**src/rtl/alu_sequencer.sv**
```systemverilog
// alu_sequencer
// -------------
// This controller fetches 16-bit instructions from a synchronous instruction
// ROM. It decodes each one into the control bundle for the register-file/ALU
// datapath, and runs until it reaches the HALT word (16'h0000).
// Each instruction takes three cycles: FETCH (address out), WAIT (ROM data
// arrives and is latched together with its decode), EXEC (controls valid).
//
// Ports
//   clk         system clock, rising edge
//   rst         synchronous active-high reset
//   start       one-cycle pulse; starts at PC=0 (honoured in IDLE/HALT only)
//   instr_addr  ROM address (= PC)
//   instr_data  ROM read data, valid one cycle after instr_addr
//   regEnable   one-hot register write enable, indexed by Rdest
//   flagEn      PSR flag update enable
//   RorI        operand select: 0 = register Rsrc, 1 = imm
//   opcode      {instr[15:12], instr[7:4]}
//   Rsrc        instr[3:0]
//   Rdest       instr[11:8]
//   imm         extended immediate (0 for register forms)
//   busy        high in FETCH/WAIT/EXEC
//   halted      high in HALT
//   illegal     sticky undecodable-word flag, cleared by rst or an honoured start
module alu_sequencer #(
   parameter int ADDR_W = 8
) (
   input  logic              clk,
   input  logic              rst,
   input  logic              start,
   output logic [ADDR_W-1:0] instr_addr,
   input  logic [15:0]       instr_data,
   output logic [15:0]       regEnable,
   output logic              flagEn,
   output logic              RorI,
   output logic [7:0]        opcode,
   output logic [3:0]        Rsrc,
   output logic [3:0]        Rdest,
   output logic [15:0]       imm,
   output logic              busy,
   output logic              halted,
   output logic              illegal
);

   typedef enum logic [2:0] {
      S_IDLE  = 3'd0,
      S_FETCH = 3'd1,
      S_WAIT  = 3'd2,
      S_EXEC  = 3'd3,
      S_HALT  = 3'd4
   } state_t;

   typedef struct packed {
      logic        legal;
      logic [15:0] reg_en;
      logic        flag_en;
      logic        rori;
      logic [15:0] imm;
   } dec_t;

   localparam logic [ADDR_W-1:0] PC_STEP = {{(ADDR_W-1){1'b0}}, 1'b1};

   // Decode one instruction word into its enables and immediate. The HALT
   // word is reported as legal so that it does not raise the illegal flag.
   function automatic dec_t decode_word(input logic [15:0] w);
      dec_t       d;
      logic       wr;
      logic [3:0] op;
      logic [3:0] ext;
      op  = w[15:12];
      ext = w[7:4];
      d   = '0;
      wr  = 1'b0;
      if (w == 16'h0000) begin
         d.legal = 1'b1;
      end else begin
         case (op)
            4'h0: begin
               case (ext)
                  4'h1, 4'h2, 4'h3, 4'hD: begin
                     d.legal = 1'b1;
                     wr      = 1'b1;
                  end
                  4'h5, 4'h6, 4'h7, 4'h9, 4'hA, 4'hE: begin
                     d.legal   = 1'b1;
                     wr        = 1'b1;
                     d.flag_en = 1'b1;
                  end
                  4'hB: begin
                     d.legal   = 1'b1;
                     d.flag_en = 1'b1;
                  end
                  default: d.legal = 1'b0;
               endcase
            end
            // logic immediates and MOVI: zero-extended, no flags
            4'h1, 4'h2, 4'h3, 4'hD: begin
               d.legal = 1'b1;
               wr      = 1'b1;
               d.rori  = 1'b1;
               d.imm   = {8'h00, w[7:0]};
            end
            // ADDUI: zero-extended but updates flags
            4'h6: begin
               d.legal   = 1'b1;
               wr        = 1'b1;
               d.flag_en = 1'b1;
               d.rori    = 1'b1;
               d.imm     = {8'h00, w[7:0]};
            end
            4'h5, 4'h7, 4'h9, 4'hA, 4'hE: begin
               d.legal   = 1'b1;
               wr        = 1'b1;
               d.flag_en = 1'b1;
               d.rori    = 1'b1;
               d.imm     = {{8{w[7]}}, w[7:0]};
            end
            // CMPI: flags only, no register write
            4'hB: begin
               d.legal   = 1'b1;
               d.flag_en = 1'b1;
               d.rori    = 1'b1;
               d.imm     = {{8{w[7]}}, w[7:0]};
            end
            4'h8: begin
               case (ext)
                  4'h8, 4'hF: begin
                     d.legal = 1'b1;
                     wr      = 1'b1;
                  end
                  // shift-by-immediate: 5-bit signed amount {IR[4], IR[3:0]}
                  4'h0, 4'h1, 4'h2, 4'h3: begin
                     d.legal = 1'b1;
                     wr      = 1'b1;
                     d.rori  = 1'b1;
                     d.imm   = {{11{w[4]}}, w[4:0]};
                  end
                  default: d.legal = 1'b0;
               endcase
            end
            default: d.legal = 1'b0;
         endcase
      end
      if (wr) begin
         d.reg_en = 16'h0001 << w[11:8];
      end else begin
         d.reg_en = 16'h0000;
      end
      return d;
   endfunction

   state_t            state_r, state_s;
   logic [ADDR_W-1:0] pc_r, pc_s;
   logic [15:0]       ir_r, ir_s;
   logic [15:0]       reg_en_r, reg_en_s;
   logic              flag_en_r, flag_en_s;
   logic              rori_r, rori_s;
   logic [7:0]        opcode_r, opcode_s;
   logic [3:0]        rsrc_r, rsrc_s;
   logic [3:0]        rdest_r, rdest_s;
   logic [15:0]       imm_r, imm_s;
   logic              busy_r, busy_s;
   logic              halted_r, halted_s;
   logic              illegal_r, illegal_s;
   dec_t              dec_s;

   assign dec_s = decode_word(instr_data);

   // Next-state and next-output logic. Control outputs are loaded on the
   // WAIT->EXEC edge so that they are registered and valid for the EXEC cycle
   // only. They return to zero on every other edge.
   always_comb begin
      state_s   = state_r;
      pc_s      = pc_r;
      ir_s      = ir_r;
      reg_en_s  = 16'h0000;
      flag_en_s = 1'b0;
      rori_s    = 1'b0;
      opcode_s  = 8'h00;
      rsrc_s    = 4'h0;
      rdest_s   = 4'h0;
      imm_s     = 16'h0000;
      illegal_s = illegal_r;
      case (state_r)
         S_IDLE, S_HALT: begin
            if (start) begin
               state_s   = S_FETCH;
               pc_s      = {ADDR_W{1'b0}};
               illegal_s = 1'b0;
            end else begin
               state_s   = state_r;
            end
         end
         S_FETCH: state_s = S_WAIT;
         S_WAIT: begin
            state_s   = S_EXEC;
            ir_s      = instr_data;
            reg_en_s  = dec_s.reg_en;
            flag_en_s = dec_s.flag_en;
            rori_s    = dec_s.rori;
            imm_s     = dec_s.imm;
            opcode_s  = {instr_data[15:12], instr_data[7:4]};
            rsrc_s    = instr_data[3:0];
            rdest_s   = instr_data[11:8];
            if (dec_s.legal) begin
               illegal_s = illegal_r;
            end else begin
               illegal_s = 1'b1;
            end
         end
         S_EXEC: begin
            // the HALT word holds PC so that it still points at the HALT word
            if (ir_r == 16'h0000) begin
               state_s = S_HALT;
            end else begin
               state_s = S_FETCH;
               pc_s    = pc_r + PC_STEP;
            end
         end
         default: state_s = S_IDLE;
      endcase
      busy_s   = (state_s == S_FETCH) || (state_s == S_WAIT) || (state_s == S_EXEC);
      halted_s = (state_s == S_HALT);
   end

   // State, PC, IR and registered control outputs, with synchronous reset.
   always_ff @(posedge clk) begin
      if (rst) begin
         state_r   <= S_IDLE;
         pc_r      <= {ADDR_W{1'b0}};
         ir_r      <= 16'h0000;
         reg_en_r  <= 16'h0000;
         flag_en_r <= 1'b0;
         rori_r    <= 1'b0;
         opcode_r  <= 8'h00;
         rsrc_r    <= 4'h0;
         rdest_r   <= 4'h0;
         imm_r     <= 16'h0000;
         busy_r    <= 1'b0;
         halted_r  <= 1'b0;
         illegal_r <= 1'b0;
      end else begin
         state_r   <= state_s;
         pc_r      <= pc_s;
         ir_r      <= ir_s;
         reg_en_r  <= reg_en_s;
         flag_en_r <= flag_en_s;
         rori_r    <= rori_s;
         opcode_r  <= opcode_s;
         rsrc_r    <= rsrc_s;
         rdest_r   <= rdest_s;
         imm_r     <= imm_s;
         busy_r    <= busy_s;
         halted_r  <= halted_s;
         illegal_r <= illegal_s;
      end
   end

   assign instr_addr = pc_r;
   assign regEnable  = reg_en_r;
   assign flagEn     = flag_en_r;
   assign RorI       = rori_r;
   assign opcode     = opcode_r;
   assign Rsrc       = rsrc_r;
   assign Rdest      = rdest_r;
   assign imm        = imm_r;
   assign busy       = busy_r;
   assign halted     = halted_r;
   assign illegal    = illegal_r;

endmodule

```
**config.mk**
```make
export PLATFORM = sky130hd
export DESIGN_NAME = alu_sequencer
export DESIGN_NICKNAME = d
export VERILOG_FILES = /design/src/rtl/alu_sequencer.sv
export SDC_FILE = /design/constraint.sdc
export NUM_CORES = 1
export LEC_CHECK = 0
export BUFFER_PORTS_ARGS = -buffer_cell sky130_fd_sc_hd__buf_2
export CAP_MARGIN = 20
export CORE_MARGIN = 2
export CORE_UTILIZATION = 51
export DETAILED_ROUTE_END_ITERATION = 6
export PLACE_DENSITY = 0.84
export SLEW_MARGIN = 40
export SYNTH_ARGS = -nofsm -noshare
export SYNTH_HDL_FRONTEND = slang
export SYNTH_SLANG_ARGS = --single-unit
```
**constraint.sdc**
```tcl
create_clock -name clk -period 2.6 [get_ports clk]
set_input_delay 0.52 -clock clk [delete_from_list [all_inputs] [get_ports clk]]
set_output_delay 0.52 -clock clk [all_outputs]
set_load 0.05 [all_outputs]
```
**Word level (Yosys, flattened, before mapping)**

Index checks and enable logic that the tools add are counted.

- Bitwise operators: 2
- Reductions and logical operators: 25
- Equality and inequality tests: 36
- Add/subtract/negate cells: 1
- Shifts and indexed selects: 1
- Muxes and demuxes: 20

Operators by type and width:

| operator | number |
|---|---|
| 4-bit equality test (second input constant) | 13 |
| 17-bit case mux with 3 select lines | 1 |
| 16-bit logical NOT | 2 |
| 4-bit by 3-bit equality test with 1-bit output (second input constant) | 6 |
| 11-bit OR reduction | 2 |
| 10-bit OR reduction | 2 |
| 17-bit 2-to-1 mux | 1 |
| 4-bit by 2-bit equality test with 1-bit output (second input constant) | 4 |
| 8-bit 2-to-1 mux | 2 |
| 8-bit case mux with 2 select lines | 1 |
| 1-bit by 4-bit << shifter with 16-bit output (first input constant) | 1 |
| 7-bit OR reduction | 2 |
| 3-bit by 2-bit equality test with 1-bit output (second input constant) | 4 |
| 3-bit case mux with 4 select lines | 1 |
| 6-bit OR reduction | 2 |
| 8-bit by 1-bit adder with 8-bit output (second input constant) | 1 |
| 4-bit by 1-bit equality test with 1-bit output (second input constant) | 2 |
| 4-bit logical NOT | 2 |
| 1-bit 2-to-1 mux | 8 |
| 3-bit by 1-bit equality test with 1-bit output (second input constant) | 2 |
| 3-bit equality test (second input constant) | 2 |
| 3-bit 2-to-1 mux | 2 |
| 2-bit != test (second input constant) | 3 |
| 1-bit case mux with 3 select lines | 2 |
| 10 further kinds | 17 |

- Logic and storage cells: 98
- Register bits after elaboration: 80
- Input port bits: 19

**Logic depth before layout (Yosys ltp)**

Gate-level depths: netlist (run 1).

- Depth after elaboration: 7
- Depth in mapped cells: 7

**Worst setup path after synthesis (run 1)**

Ideal clock, no wire load.

- Path kind: input -> register
- From: in instr_data[12]
- To: reg reg_en_r[1] (netlist: regEnable[1])
- Required time: 2451 ps
- Stages: 5
- Setup slack: 427 ps
- Setup time: 149 ps
- Buffers on the path: 2
- Arrival time: 2024 ps
- Cells stage by stage: buf_6 or4_4 o41ai_4 buf_4 nor4_1

- Longest elaborated chain between the ends: 6

Ends and longest elaborated chain:

| what | line | RTL |
|---|---|---|
| start, declared | 32 | `input logic [15:0] instr_data,` |
| 4-bit by 3-bit equality test with 1-bit output (tied with other cells) | 77 | `case (op)` |
| 10-bit OR reduction (no line) | n/a |  |
| 1-bit case mux with 3 select lines | 77 |  |
| 1-bit 2-to-1 mux (*) | 74 | `if (w == 16'h0000) begin` |
| 1-bit NOT (no line) (*) | n/a |  |
| 3-bit OR reduction (no line) (*) | n/a |  |
| end signal, assigned | 246 | `reg_en_r <= reg_en_s;` |
| end, declared | 155 | `logic [15:0] reg_en_r, reg_en_s;` |

Mark *: on every way between the ends. The rest lies on a longest branch, timed or not.
A chain may end at the register's enable or synchronous reset.

**Worst setup path in the final report (run 1)**

- From: reg state_r[0]
- To: reg pc_r[5] (netlist: instr_addr[5])

- Longest elaborated chain between the ends: 4

Ends and longest elaborated chain:

| what | line | RTL |
|---|---|---|
| start, declared | 152 | `state_t state_r, state_s;` |
| start signal, assigned | 243 | `state_r <= state_s;` |
| 3-bit equality test / 3-bit logical NOT (equally long branches) | 184 | `case (state_r)` |
| 2-bit OR reduction | 184 |  |
| 2-bit != test (no line) / 2-bit nonzero test (equally long branches) | n/a |  |
| 3-bit AND reduction (no line) | n/a |  |
| end signal, assigned | 230 | `pc_r <= {ADDR_W{1'b0}};` |
| end signal, assigned | 244 | `pc_r <= pc_s;` |
| end, declared | 153 | `logic [ADDR_W-1:0] pc_r, pc_s;` |

Several ways; a longest one is shown, not always the timed one.

==> results of run 1 <==
==> critical path: cells and delay by family (launching register included) <==
family	cells	cell delay (ps)
AO/OA/AOI/OAI	1	150
AND/OR/NAND/NOR	3	1110
flip-flops	1	550
==> power by group <==
group	leakage, nW	total (W)	switching (W)	internal [W]
clock network	0.102	0.000945	0.000410	0.000535
registers	0.591	0.00122	0.0000383	0.00118
logic	0.747	0.000451	0.000324	0.000127
==> final timing paths <==
path	endpoint	startpoint	slack (ps)	cells after the start
min	Rsrc[3]	instr_data[3]	420	2
min reg2reg	ir_r[8]	ir_r[8]	460	2
max reg2reg	instr_addr[5]	state_r[0]	730	4
max	instr_addr[5]	state_r[0]	730	4
==> layer usage <==
layer / vias up / GRT usage (%) / routed length (um)
met4: 0 / 9.46 / 119
met2: 100 / 37.1 / 3090
met5: - / 0 / 0
met1: 1085 / 25.8 / 2620
met3: 13 / 7.29 / 515
li1: 1159 / - / -
==> metrics by stage <==
stage / cells / hold slack [ps] / total power [W] / util [%] / cell area, um^2
finish: 437 / 423 / 0.00261 / 64.4 / 3310
global route: 437 / 420 / 0.00272 / 64.4 / 3310
CTS: 437 / 419 / 0.00262 / 64.4 / 3310
detailed placement: 422 / 442 / 0.00169 / 60.4 / 3100
global placement: 422 / 444 / 0.00168 / 60.4 / 3100
floorplan: 294 / 436 / 0.00158 / - / 2720
==> Yosys cell counts, drive strengths merged <==
| cell type | n | area share [%] |
|---|---|---|
| a211oi | 3 | 1.0 |
| a21oi | 29 | 5.3 |
| a22oi | 1 | 0.28 |
| and2 | 21 | 4.8 |
| and3 | 5 | 1.1 |
| and3b | 1 | 0.32 |
| and4 | 1 | 0.32 |
| buf | 11 | 3.0 |
| clkbuf | 14 | 1.9 |
| dfxtp | 73 | 54 |
| ha | 1 | 0.46 |
| inv | 3 | 0.41 |
| mux2i | 1 | 0.37 |
| nand2 | 45 | 6.2 |
| nand2b | 9 | 2.1 |
| nand3 | 4 | 0.73 |
| nand4 | 4 | 0.92 |
| nor2 | 8 | 1.1 |
| nor2b | 1 | 0.23 |
| nor3 | 5 | 0.92 |
| nor3b | 1 | 0.28 |
| nor4 | 19 | 4.4 |
| nor4b | 2 | 1.2 |
| o211ai | 2 | 0.55 |
| o21ai | 7 | 1.3 |
| o221a | 1 | 0.41 |
| o311ai | 1 | 0.32 |
| o31ai | 3 | 0.83 |
| o41ai | 2 | 1.3 |
| or2 | 4 | 0.92 |
| or3 | 4 | 0.92 |
| or4 | 7 | 2.1 |
| xnor2 | 1 | 0.32 |
==> flip-flops by register name, indices dropped and copies added, names as in the netlist <==
signal,flops
opcode,8
illegal,1
RorI,1
Rsrc,4
imm,9
state_r,3
busy,1
instr_addr,8
flagEn,1
halted,1
ir_r,16
regEnable,16
Rdest,4
==> cell families after synthesis <==
group | synth area share, %
XOR/XNOR | 0.322
flip-flops | 53.7
AND/OR/NAND/NOR | 28.5
adder cells (fa/ha/maj) | 0.459
AO/OA/AOI/OAI | 11.3
buffers and inverters | 5.33
multiplexers | 0.367
==> final cells by class <==
type / instances / area, um^2
clock inverter: 5 / 81.3
clock buffer: 10 / 128
multi-input combinational: 193 / 1120
inverter: 3 / 11.3
tap: 70 / 87.6
sequential: 73 / 1460
fill: 443 / 1830
timing repair buffer: 83 / 425
==> out/qor.yml, run 1 <==
status: "completed"
fin_nets: 383
insertion_delay_ps: 340
antenna_found_initial: 0
max_slew.worst_pin.slew_ps: 622
dp_slack_ps: 426
slowest_stage: "dfxtp_1"
timing.final.ws_setup_ps: 729
ctsResizeCount: 0
cts_root_buffer: "clkbuf_8"
drc: 0
die_w_um: 77.1
portBuffers: 79
power_leakage_nw: 1.44
cts_made_buffers: 9
dieArea_um2: 5940
clockBufferDepth: 2
track_usage_pct: 22.1
layout_common_cells: "buf_2 (79), dfxtp_1 (73), nand2_1 (45)"
cts.sinks: 73
grt_pass1_wl_mm: 10.3
drt_iter0_markers: 129
netlist_instances: 294
tns_ps: 0
post_cts_buffers: 0
ant_nets: 0
core.rowCount: 26
grt_overflow: 0
dieHeight_um: 77.1
first_pass_iters: 4
finalSetupViolCount: 0
wl_per_cell_um: 14.5
synth_nets: 314
ir_worst_vdd_v: 0.000405
cts_tree: "done"
grt_max_degree: 28
layout_commonest_cell: "buf_2"
synth.yosys.seq_area_share_pct: 53.7
antenna_cells: 0
hpwl_mm: 4.21
finalHoldViolations: 0
start_util_pct: 53.0
cp.required_ps: 2880
period_share_pct: 72.0
io_pins: 80
skew_ps: 8.15
critical_path_class: "reg2reg"
clock.fmax_mhz: 534
vias: 2357
critPathMaxStageDelay_ps: 550
ys_seq_elements: 73
path_max_fanout: 9
htreeDepth: 3
startpoint_type: "flip-flop"
grt_pass1_vias: 2186
drt_wl_total_mm: 6.35
power.density_nw_per_um2: 789
area_growth_pct: 21.6
maxCapViolations: 0
gp_congestion: 0.791
vias_per_cell: 5.39
syn_avg_cell_area_um2: 9.26
cts.clk_slew.worst_paths_ps: 70
min_path_type: "in2reg"
synth_warnings: 0
syn_area_um2: 2720
ys_types: 39
min_period_ps: 1870
hold_buffers: 0
worst_ep_arrival_time_ps: 2150
finalMaxSlewViolations: 0
maxSlewHeadroom_pct: 58.5
drive_gt1_share_pct: 28.9
crit_chain: "and3b_1 > nand4_1 > or4_1 > a21oi_1"
core-area_um2: 5140
cp-end-kind: "flip-flop"
rsz0062_at_grt: "false"
No activity file was read; power rests on OpenSTA's default activity.
==> run 2: changes to the inputs <==
--- a/config.mk
+++ b/config.mk
@@ -5,12 +5,13 @@
 export SDC_FILE = /design/constraint.sdc
 export NUM_CORES = 1
 export LEC_CHECK = 0
+export ABC_AREA = 1
 export BUFFER_PORTS_ARGS = -buffer_cell sky130_fd_sc_hd__buf_2
 export CAP_MARGIN = 20
 export CORE_MARGIN = 2
 export CORE_UTILIZATION = 51
 export DETAILED_ROUTE_END_ITERATION = 6
-export PLACE_DENSITY = 0.84
+export PLACE_DENSITY = 0.83
 export SLEW_MARGIN = 40
 export SYNTH_ARGS = -nofsm -noshare
 export SYNTH_HDL_FRONTEND = slang
==> constraint.sdc (replaced) <==
create_clock -name clk -period 1.85 [get_ports clk]
set_input_delay 0.37 -clock clk [delete_from_list [all_inputs] [get_ports clk]]
set_output_delay 0.37 -clock clk [all_outputs]
set_load 0.05 [all_outputs]
==> run 2 against run 1 <==
Power grew 24%. Setup slack got worse by 370 ps. Via count rose by 2.1%. Synthesized cell count up 13%. Sequential power rose by 36%. Hold slack got worse by 110 ps. Clock skew up 3.6 ps. Sequential share of layout area is 1.6 points lower. Register-to-register slack got worse by 370 ps. Sequential cell count did not move. Final area rose by 3.9%. Global-route usage shrank 2.0 points. Highest routed layer unchanged.
==> out/qor.yml, run 2 <==
ys_seq_elements: 73
start_util_pct: 52.7
track_usage_pct: 20.1
grt_max_degree: 22
skew_ps: 11.8
hold_buffers: 0
max_slew.worst_pin.slew_ps: 403
critPathBufInv: 1
cts_made_buffers: 9
grt_overflow: 0
cts.sinks: 73
fillers: 480
cp_top_family: "simple AND/OR/NAND/NOR gates"
netlist_instances: 331
min_path_type: "in2reg"
syn_area_um2: 2880
die_w_um: 79.2
cts.clk_slew.worst_paths_ps: 70
dieArea_um2: 6270
synth_largest_area_cell: "dfxtp_1"
slowest_stage: "dfxtp_1"
reg2reg_depth: 6
synth-edff-count: 0
critPathMaxStageDelay_ps: 430
ir_worst_vdd_v: 0.000547
wl_per_cell_um: 12.5
timing.final.ws_setup_ps: 360
finalSetupViolCount: 0
path_max_fanout: 21
clockBufferDepth: 2
cts_root_buffer: "clkbuf_8"
post_cts_buffers: 0
power_leakage_nw: 1.66
grt_pass1_vias: 2185
insertion_delay_ps: 350
dp_slack_ps: 369
rr_startpoint: "state_r[2]"
rsz0062_at_grt: "false"
first_pass_iters: 4
ys_types: 36
antenna_cells: 0
synth_nets: 351
fin_cells: 483
synth.yosys.seq_area_share_pct: 50.7
rrSetupSlack_ps: 360
crit_chain: "nor2_4 > nand2_4 > nor2_8 > inv_4 > nor2_1 > a31o_2"
synth.area.top_cells: "dfxtp_1 (51%), nor2_1 (8.1%), nand2_1 (6.1%), nor2_4 (4.3%), nand3_1 (3.8%)"
crit_start: "state_r[2]"
synth_common_cells: "dfxtp_1 (73), nor2_1 (62), nand2_1 (47), inv_1 (25), nand3_1 (22)"
period_share_pct: 80.6
cp-end-kind: "flip-flop"
yosysMostFrequentCell: "dfxtp_1"
grt_pass1_wl_mm: 9.76
drt_wl_total_mm: 6.02
synth_warnings: 0
power.density_nw_per_um2: 939
regArea_um2: 1460
tns_ps: 0
critical_path_class: "reg2reg"
synth_top_area_share_pct: 50.7
portBuffers: 79
hp-start: "instr_data[2]"
finalMaxSlewViolations: 0
layout_commonest_cell: "buf_2"
hpwl_mm: 4.46
startpoint_type: "flip-flop"
total_power_w: 0.00323
io_pins: 80
maxSlewHeadroom_pct: 73.1
vias: 2407
area_growth_pct: 19.3
drt_iter0_markers: 94
ant_nets: 0
synthArstFlopShare_pct: 0
r2r-end: "ir_r[3]"
hold_path_depth: 3
place_inst: 469
maxCapViolations: 0
htreeDepth: 3
antenna_found_initial: 0
hold-path-endpoint: "imm[2]"
synth-main-ff-cell: "dfxtp_1"
multi_input_area_um2: 1180
syn_avg_cell_area_um2: 8.71
ctsResizeCount: 0
worst_ep_arrival_time_ps: 1730
finalHoldViolations: 0
cp.required_ps: 2090
drive_gt1_share_pct: 33.3
clock.fmax_mhz: 671
min_period_ps: 1490
fin_nets: 428
gp_congestion: 0.835
layout_common_cells: "buf_2 (79), dfxtp_1 (73), nor2_1 (62)"
cts_tree: "done"
status: "completed"
core.rowCount: 27
dieHeight_um: 79.2
drc: 0
vias_per_cell: 4.98
whs_ps: 312
core-area_um2: 5470
[run 2: cell count changes in the layout (fill, tap and decap cells not counted), sizes merged, moves of 16 or more]
| cell | previous run | this run |
|---|---|---|
| nand3 | 4 | 25 |
| a31o | 0 | 16 |
| and2 | 21 | 0 |
| inv | 3 | 33 |
| nor4 | 19 | 0 |
| nor2 | 8 | 78 |
[run 2: layout make-up]
cell class	instances	area share [%]
Sequential cell	73	42.5
Multi-Input combinational cell	210	34.3
Timing Repair Buffer	80	11.7
Clock buffer	11	4.40
Inverter	34	3.93
Tap cell	72	2.62
Clock inverter	3	0.509
[run 2: worst max path at each step]
stage,depth (start not counted),slack (ps),endpoint
2_1_floorplan,9,210,instr_addr[6]
3_3_place_gp,9,400,regEnable[1]
3_5_place_dp,9,370,imm[1]
4_1_cts,6,370,ir_r[3]
5_1_grt,9,260,instr_addr[6]
6_report,6,360,ir_r[3]
[run 2: power breakdown]
part	switching [W]	total [W]	leakage [nW]	internal [W]
Combinational	0.000355	0.000486	0.985	0.000131
Clock	0.000544	0.00108	0.0871	0.000540
Sequential	0.0000276	0.00166	0.591	0.00163
Total	0.000927	0.00323	1.66	0.00230
[run 2: logic make-up after synthesis]
| group | count (synthesis) | synth area share (%) |
|---|---|---|
| adders and majority gates | 1 | 0.434 |
| and+or+nand+nor | 166 | 29.9 |
| buffers and inverters | 48 | 8.37 |
| xor gates and xnor gates | 1 | 0.304 |
| AOI/OAI and AO/OA | 42 | 10.3 |
| DFF | 73 | 50.7 |
[run 2: worst min-delay path, stage by stage]
cell    delay, ps
buf_2          70
inv_1          70
nor2_1        100
[run 2: stage by stage]
stage | util [%] | instance area [um^2]
floorplan | - | 2880
global placement | 59.8 | 3270
detailed placement | 59.8 | 3270
CTS | 62.8 | 3440
global route | 62.8 | 3440
finish | 62.8 | 3440
[run 2: layer usage]
| metal | track usage [%] | vias to the layer above | wire length (um) |
|---|---|---|---|
| met1 | 23.3 | 1088 | 2610 |
| met3 | 5.34 | 19 | 462 |
| met4 | 10.5 | 0 | 169 |
| li1 | - | 1201 | - |
| met5 | 0 | - | 0 |
| met2 | 33.8 | 99 | 2770 |
==> run 3: changes to the inputs <==
--- a/config.mk
+++ b/config.mk
@@ -9,9 +9,9 @@
 export BUFFER_PORTS_ARGS = -buffer_cell sky130_fd_sc_hd__buf_2
 export CAP_MARGIN = 20
 export CORE_MARGIN = 2
-export CORE_UTILIZATION = 51
+export CORE_UTILIZATION = 46
 export DETAILED_ROUTE_END_ITERATION = 6
-export PLACE_DENSITY = 0.83
+export PLACE_DENSITY = 0.79
 export SLEW_MARGIN = 40
 export SYNTH_ARGS = -nofsm -noshare
 export SYNTH_HDL_FRONTEND = slang
==> constraint.sdc (replaced) <==
create_clock -name clk -period 1.3 [get_ports clk]
set_input_delay 0.26 -clock clk [delete_from_list [all_inputs] [get_ports clk]]
set_output_delay 0.26 -clock clk [all_outputs]
set_load 0.05 [all_outputs]
==> run 3 against run 2 <==
The flow now finishes with violations (negative setup slack). Global-route usage is 1.3 points lower. Die area grew 10%. Combinational power grew 72%. Utilization grew 0.79 points. Hold slack lost 110 ps. Register-to-register slack lost 360 ps. Largest power group unchanged. Count of clock-buffer cells in the layout is 3 higher. Routed wire length up 9.0%. First-iteration DRC count up 51%. Sequential cell count is the same. Critical path depth rose by 2.
==> out/qor.yml, run 3 (same netlist as run 2, synthesis figures left out) <==
drive_gt1_share_pct: 44.4
hold_buffers: 0
track_usage_pct: 18.7
tns_ps: -4.70
antenna_cells: 0
grt_overflow: 0
grt_pass1_vias: 2390
skew_ps: 4.59
grt_max_degree: 21
grt_pass1_wl_mm: 10.5
cts_tree: "done"
dpl_cell_area_um2: 3450
ant_nets: 0
worst_ep_arrival_time_ps: 1580
postLayoutCellArea_um2: 3810
hold_path_depth: 3
max_slew.worst_pin.slew_ps: 304
drt_iter0_markers: 142
fin_nets: 451
layout_common_cells: "buf_2 (69), dfxtp_1 (61), nor2_1 (55)"
layout_commonest_cell: "buf_2"
die_w_um: 83.2
area_growth_pct: 32.2
place_inst: 492
gp_congestion: 0.948
cts.clk_slew.worst_paths_ps: 70
fin_cells: 510
p_int_w: 0.00351
drc: 0
clockBufferDepth: 2
maxSlewHeadroom_pct: 79.7
power.density_nw_per_um2: 1290
clock.fmax_mhz: 766
critical_path_class: "reg2reg"
ir_worst_vdd_v: 0.000954
p_seq_share_pct: 48.3
power_leakage_nw: 1.81
finalMaxSlewViolations: 0
startpoint_type: "flip-flop"
start_util_pct: 48.1
p_sw_share_pct: 28.4
finalHoldViolations: 0
vias_per_cell: 4.93
violations: "negative setup slack"
cts_made_buffers: 9
htreeDepth: 3
insertion_delay_ps: 350
dieHeight_um: 83.2
maxCapViolations: 0
timing.final.ws_setup_ps: -4.70
wl_per_cell_um: 12.9
antenna_found_initial: 0
path_max_fanout: 5
status: "complete, but fails checks"
vias: 2516
portBuffers: 79
cp.required_ps: 1570
cts_root_buffer: "clkbuf_8"
min_path_type: "in2reg"
finalSetupViolCount: 1
hp-start: "instr_data[1]"
post-route-util_pct: 63.6
core-area_um2: 5990
first_pass_iters: 4
p_clk_share_pct: 34.6
cts.sinks: 73
drt_wl_total_mm: 6.56
io_pins: 80
p_sw_w: 0.00139
hpwl_mm: 4.70
whs_ps: 203
core.rowCount: 28
rrSetupSlack_ps: -5
rsz0062_at_grt: "true"
min_period_ps: 1300
hold-path-endpoint: "imm[1]"
cp-end-kind: "flip-flop"
r2r-end: "instr_addr[4]"
combinationalPowerShare_pct: 17.1
rr_startpoint: "ir_r[4]"
reg2reg_depth: 8
dieArea_um2: 6920
period_share_pct: 100
-- run 3: per-layer routing --
layer	part of all wire (%)	up-vias	wire length, um	global-route usage, %
met5	0	-	0	0
met4	2.6	0	170	10.7
met3	6.7	17	438	4.37
met2	48	88	3130	30.9
met1	43	1156	2820	22.2
li1	-	1255	-	-
-- run 3: critical path, cell delays in order, from the launching register on --
cell	delay (ps)
dfxtp_2	330
nor2_2	100
nand2_1	70
nor2_2	180
nand2_2	100
nand2_4	120
buf_6	130
nand3_2	70
a21oi_2	140
-- run 3: per-stage QoR --
step | setup slack (ps) | power, W
2_1_floorplan | -16.0 | 0.00294
3_3_place_gp | -18.8 | 0.00315
3_5_place_dp | -41.9 | 0.00316
4_1_cts | -48.9 | 0.00485
5_1_grt | -116 | 0.00510
6_report | -4.70 | 0.00490
-- run 3: final cells by class --
type / instances / area [um^2]
clock buffer: 14 / 184
sequential: 73 / 1480
multi-input combinational: 210 / 1290
inverter: 34 / 135
timing repair buffer: 103 / 621
fill: 483 / 2180
clock inverter: 1 / 7.51
tap: 75 / 93.8
-- run 3: worst max path at each step --
stage / startpoint / endpoint / slack (ps) / cells after the start
6_report: ir_r[4] / instr_addr[4] / -5 / 8
3_5_place_dp: instr_data[8] / imm[0] / -40 / 9
3_3_place_gp: instr_data[8] / regEnable[5] / -20 / 9
2_1_floorplan: instr_addr[0] / instr_addr[6] / -20 / 9
4_1_cts: imm[14] / imm[15] / -50 / 1
5_1_grt: ir_r[4] / instr_addr[3] / -120 / 8
-- run 3: timing repair --
action / CTS / global route
gates resized for setup: 3 / 44
buffers inserted: 0 / 3
gates cloned: 0 / 0
setup endpoints to repair: 10 / 30
pin swaps: 1 / 17
-- run 3: power groups by stage --
| stage | Combinational (W) | Clock, W | Sequential (W) |
|---|---|---|---|
| floorplan | 0.000393 | 0 | 0.00255 |
| global placement | 0.000739 | 0 | 0.00241 |
| detailed placement | 0.000749 | 0 | 0.00241 |
| CTS | 0.000764 | 0.00173 | 0.00236 |
| global route | 0.000906 | 0.00182 | 0.00238 |
| finish | 0.000838 | 0.00169 | 0.00237 |
